**src/rtl/imm_extend_pipe.sv**
```systemverilog
// Two-stage immediate extender with a valid/ready handshake on both sides.
// S1 extends, shifts and flags overflow; S2 adds the branch base and drives the output.
module imm_extend_pipe #(
    parameter int IN_W  = 24,
    parameter int OUT_W = 32,
    parameter int SHIFT = 2
) (
    input  logic             clk,
    input  logic             reset_n,
    input  logic             in_valid,
    output logic             in_ready,
    input  logic [IN_W-1:0]  imm_in,
    input  logic [1:0]       mode,
    input  logic [OUT_W-1:0] pc_in,
    output logic             out_valid,
    input  logic             out_ready,
    output logic [OUT_W-1:0] data_out,
    output logic             ovf
);

    typedef enum logic [1:0] {
        MODE_ZEXT   = 2'b00,
        MODE_SEXT   = 2'b01,
        MODE_SHIFT  = 2'b10,
        MODE_BRANCH = 2'b11
    } mode_t;

    logic [OUT_W+IN_W-1:0] sext_wide;
    logic [OUT_W+IN_W-1:0] zext_wide;
    logic [OUT_W-1:0]      sext;
    logic [OUT_W-1:0]      zext;
    logic [OUT_W-1:0]      shifted;
    logic                  shift_ovf;

    logic [OUT_W-1:0]      s1_next_value;
    logic                  s1_next_ovf;
    logic                  s1_next_branch;

    logic                  s1_valid;
    logic [OUT_W-1:0]      s1_value;
    logic                  s1_ovf;
    logic                  s1_branch;
    logic [OUT_W-1:0]      s1_pc;

    logic                  s2_valid;
    logic [OUT_W-1:0]      s2_data;
    logic                  s2_ovf;

    logic                  s2_free;

    assign sext_wide = {{OUT_W{imm_in[IN_W-1]}}, imm_in};
    assign zext_wide = {{OUT_W{1'b0}}, imm_in};
    assign sext      = sext_wide[OUT_W-1:0];
    assign zext      = zext_wide[OUT_W-1:0];
    assign shifted   = sext << SHIFT;

    // Every bit shifted out, plus the new sign bit, must match the original sign.
    always_comb begin
        shift_ovf = 1'b0;
        for (int i = OUT_W - 1 - SHIFT; i < OUT_W - 1; i++) begin
            if (sext[i] != sext[OUT_W-1]) begin
                shift_ovf = 1'b1;
            end
        end
    end

    always_comb begin
        s1_next_value  = zext;
        s1_next_ovf    = 1'b0;
        s1_next_branch = 1'b0;
        case (mode_t'(mode))
            MODE_ZEXT: begin
                s1_next_value = zext;
            end
            MODE_SEXT: begin
                s1_next_value = sext;
            end
            MODE_SHIFT: begin
                s1_next_value = shifted;
                s1_next_ovf   = shift_ovf;
            end
            MODE_BRANCH: begin
                s1_next_value  = shifted;
                s1_next_ovf    = shift_ovf;
                s1_next_branch = 1'b1;
            end
            default: begin
                s1_next_value = zext;
            end
        endcase
    end

    // A stage may load whenever the slot after it is empty or draining this cycle.
    assign s2_free  = !s2_valid || out_ready;
    assign in_ready = !s1_valid || s2_free;

    always_ff @(posedge clk or negedge reset_n) begin
        if (!reset_n) begin
            s1_valid  <= 1'b0;
            s1_value  <= '0;
            s1_ovf    <= 1'b0;
            s1_branch <= 1'b0;
            s1_pc     <= '0;
        end else if (in_ready) begin
            s1_valid  <= in_valid;
            s1_value  <= s1_next_value;
            s1_ovf    <= s1_next_ovf;
            s1_branch <= s1_next_branch;
            s1_pc     <= pc_in;
        end
    end

    // The branch base is the fetch address plus 8, wrapping at OUT_W bits.
    always_ff @(posedge clk or negedge reset_n) begin
        if (!reset_n) begin
            s2_valid <= 1'b0;
            s2_data  <= '0;
            s2_ovf   <= 1'b0;
        end else if (s2_free) begin
            s2_valid <= s1_valid;
            s2_data  <= s1_branch ? (s1_pc + OUT_W'(8) + s1_value) : s1_value;
            s2_ovf   <= s1_ovf;
        end
    end

    assign out_valid = s2_valid;
    assign data_out  = s2_valid ? s2_data : '0;
    assign ovf       = s2_valid ? s2_ovf : 1'b0;

endmodule
```
**config.mk**
```make
export PLATFORM = sky130hd
export DESIGN_NAME = imm_extend_pipe
export DESIGN_NICKNAME = d
export VERILOG_FILES = /design/src/rtl/imm_extend_pipe.sv
export SDC_FILE = /design/constraint.sdc
export NUM_CORES = 1
export LEC_CHECK = 0
export CORE_MARGIN = 2
export CORE_UTILIZATION = 59
export DETAILED_ROUTE_END_ITERATION = 7
export GPL_TIMING_DRIVEN = 0
export PLACE_DENSITY = 0.95
export SYNTH_ARGS = -nofsm -noshare
export SYNTH_HDL_FRONTEND = slang
export SYNTH_SLANG_ARGS = --single-unit
```
**constraint.sdc**
```tcl
create_clock -name clk -period 7.9 [get_ports clk]
set_clock_uncertainty 0.05 [all_clocks]
set_input_delay 1.58 -clock clk [delete_from_list [all_inputs] [get_ports clk]]
set_output_delay 1.58 -clock clk [all_outputs]
set_load 0.005 [all_outputs]
```
==> metrics.txt <==
Die Y=107 um; FMAX=180 MHz; CTS tree=built; setup violators final=0; Final period util=70.4%; Area after DPL=7370 um^2; Worst-Skew Late Latency=390 ps; final hold violation count=0; Worst Reg-to-Reg Cells=12; cts bufs inserted=9; met3 WL=1.37 mm; Sequential Power Share=37.0%; GRT Overall Usage=30.6%; CP max stage delay=500 ps; Die Span X=107 um; register area share after synthesis=37.3%; P&R area growth vs syn=21.6%; Remaining Overflow, GRT=0; Peak VDD IR=0.119 mV; max_cap viols=0; Total Wirelength=16.5 mm; CP max FO=10; WL met2=7.86 mm; Async SR Flop Fraction=100%; Final Max Tran Viols=0; Hold Crit Class=reg2reg; Required @ worst endpoint=6270 ps; routability cong.=0.940; largest net degree at the start of global routing=64; clk root buf=clkbuf_8; post-DR wirelength/cell=16.9 um; clock share of power=20.8%; number of DRC markers in iteration 0=564; element type at the critical path end=primary output; CP Cell Sequence=clkdlybuf4s50_1 -> nor2b_1 -> and2_1 -> clkbuf_1 -> inv_1 -> clkbuf_1 -> clkdlybuf4s50_1; antenna violations before repair=0; cell area after synthesis=6230 um^2; Power Density=218 nW/um^2; H-tree depth=3; most frequent cells in the layout=nand2_1 (165), clkdlybuf4s50_1 (93), dfrtp_1 (93); Post-DRT Antenna Nets=0; Startpoint Class=primary input; post-CTS setup buffers=0; Post-synth EDFFs=0; R2R setup slack=4610 ps; headroom to the max-slew limit=48.7%; first-pass GRT wire length=27.3 mm; Critical R2R Capture=s2_data[23]; worst r2r src=s1_value[1]; hold depth=2; slowest stage cell, crit path=clkdlybuf4s50_1; Ys Warns=0; Starting Density=60.6%; port bufs=94; Via density=5.88; ratio of cells with drive above 1 in the final layout=4.03%; RSZ-0062 raised after global routing=no; # hold bufs at CTS=0; Most used DFF post-synth=dfrtp_1; commonest non-fill, non-tap cell in the layout=nand2_1; Sw Pwr=0.000605 W; DR DRC count=0; Ant. Diodes=0; fin nets=963; met1 WL=7.11 mm; Highest Signal Layer=met4; Distinct cells, synth=57; pin slew with the least headroom to its limit=769 ps; CP Class=in2out; Int Power=0.00105 W; die area=11400 um^2; CTS Sinks=93; clock-pin slew on the worst setup and hold paths=80 ps; Hold Crit Start=s1_pc[18]; row count=37; Leak=3.47 nW; Net Sw Frac=36.6%; dpl hpwl=12.9 mm; vias in the first global route=5583; syn avg cell area=8.50 um^2; combinational share of power=42.2%; Ports=97; status=finished clean; crit path buf inv count=5; Post-Syn Nets=857; Hold EP=s1_pc[18]; post-CTS resize count=0; cell count after synthesis=733; CTS Buffer Depth=2; delay-heaviest family, CP=buffers and inverters; #FFs+latches synth=93; Final min period=5560 ps; Worst EP arrival=3930 ps; core region area=10300 um^2; Via Count=5759; Setup TNS=0 ps; Final Instance Area=7580 um^2; drt pass-1 iters=6
-- cell families (layout without fill, tap and decap cells) --
kind of cell / after synthesis / after routing / synth area share, %
AOI/OAI and AO/OA: 180 / 180 / 17.0
buffers and inverters: 54 / 165 / 4.08
DFF: 93 / 93 / 37.3
xor gates and xnor gates: 21 / 21 / 2.95
other: 1 / 1 / 0.0602
adders and majority gates: 62 / 62 / 12.6
muxes: 30 / 30 / 4.82
and+or+nand+nor: 292 / 292 / 21.2
-- metrics by stage --
| stage | utilization, % | setup WS (ps) | cells | hold slack [ps] | total power [W] |
|---|---|---|---|---|---|
| after global placement | 71.5 | 1960 | 963 | 400 | 0.00126 |
| after CTS | 73.7 | 2390 | 980 | 429 | 0.00164 |
| after detailed placement | 71.7 | 2410 | 964 | 414 | 0.00129 |
| final | 73.7 | 2340 | 980 | 427 | 0.00165 |
| after global routing | 73.7 | 2240 | 980 | 460 | 0.00175 |
| after floorplan | - | 3800 | 733 | 375 | 0.00105 |
-- cell type report --
type | count | area (um^2)
flip-flops and latches | 93 | 2330
clock buffers | 12 | 135
plain buffers | 39 | 198
well taps | 136 | 170
inverters | 15 | 56.3
multi-input cells | 586 | 3650
clock inverters | 4 | 72.6
fillers | 757 | 2700
repair buffers | 95 | 966
-- synthesized netlist by cell type (all sizes together) (2+ instances only) --
master | number | area share (%)
nand2 | 165 | 9.9
dfrtp | 93 | 37
o21ai | 66 | 5.4
a21oi | 64 | 5.1
ha | 61 | 12
nor2 | 41 | 2.5
and2 | 35 | 3.5
clkbuf | 32 | 2.4
mux2i | 30 | 4.8
inv | 15 | 0.90
xnor2 | 12 | 1.7
and3 | 10 | 1.0
nor3 | 10 | 1.0
xor2 | 9 | 1.3
a31oi | 8 | 1.0
nand3 | 8 | 0.64
o21a | 8 | 0.96
nand4 | 7 | 0.80
buf | 6 | 0.58
nor2b | 6 | 0.60
o21bai | 6 | 0.72
a21o | 5 | 0.60
o211ai | 4 | 0.48
a2111oi | 3 | 0.42
nand2b | 3 | 0.30
nand3b | 3 | 0.36
a21boi | 2 | 0.24
a311oi | 2 | 0.28
o22ai | 2 | 0.20
-- registers in the layout, summed over array words and instances (netlist names) --
name and count:
s1_pc 32, s2_data 32, s1_value 26, s1_valid 1
out_valid 1, s1_branch 1
-- tightest hold or removal path, stage by stage (launching register included) --
cell	delay [ps]
dfrtp_1	350
nand2_1	50
nand2_1	50
-- power by group through the flow --
stage | logic, W | clock network, W | registers, W
global placement | 0.000652 | 0 | 0.000613
detailed placement | 0.000677 | 0 | 0.000618
floorplan | 0.000456 | 0 | 0.000590
global route | 0.000767 | 0.000366 | 0.000618
finish | 0.000697 | 0.000344 | 0.000611
CTS | 0.000686 | 0.000342 | 0.000608
-- routing by layer --
metal	global-route usage [%]	up-vias
met5	0	-
met4	7.98	0
met3	5.47	22
met2	50.8	275
met1	41.6	2716
li1	-	2746
-- worst max path at each step --
stage	startpoint	to	slack, ps	cells after the start
after floorplan	out_ready	in_ready	3800	5
after global placement	reset_n	s1_pc[29]	1960	1
after detailed placement	out_ready	in_ready	2410	7
after CTS	out_ready	in_ready	2390	7
after global routing	out_ready	in_ready	2240	7
final	out_ready	in_ready	2340	7
No activity file was read; power rests on OpenSTA's default activity.
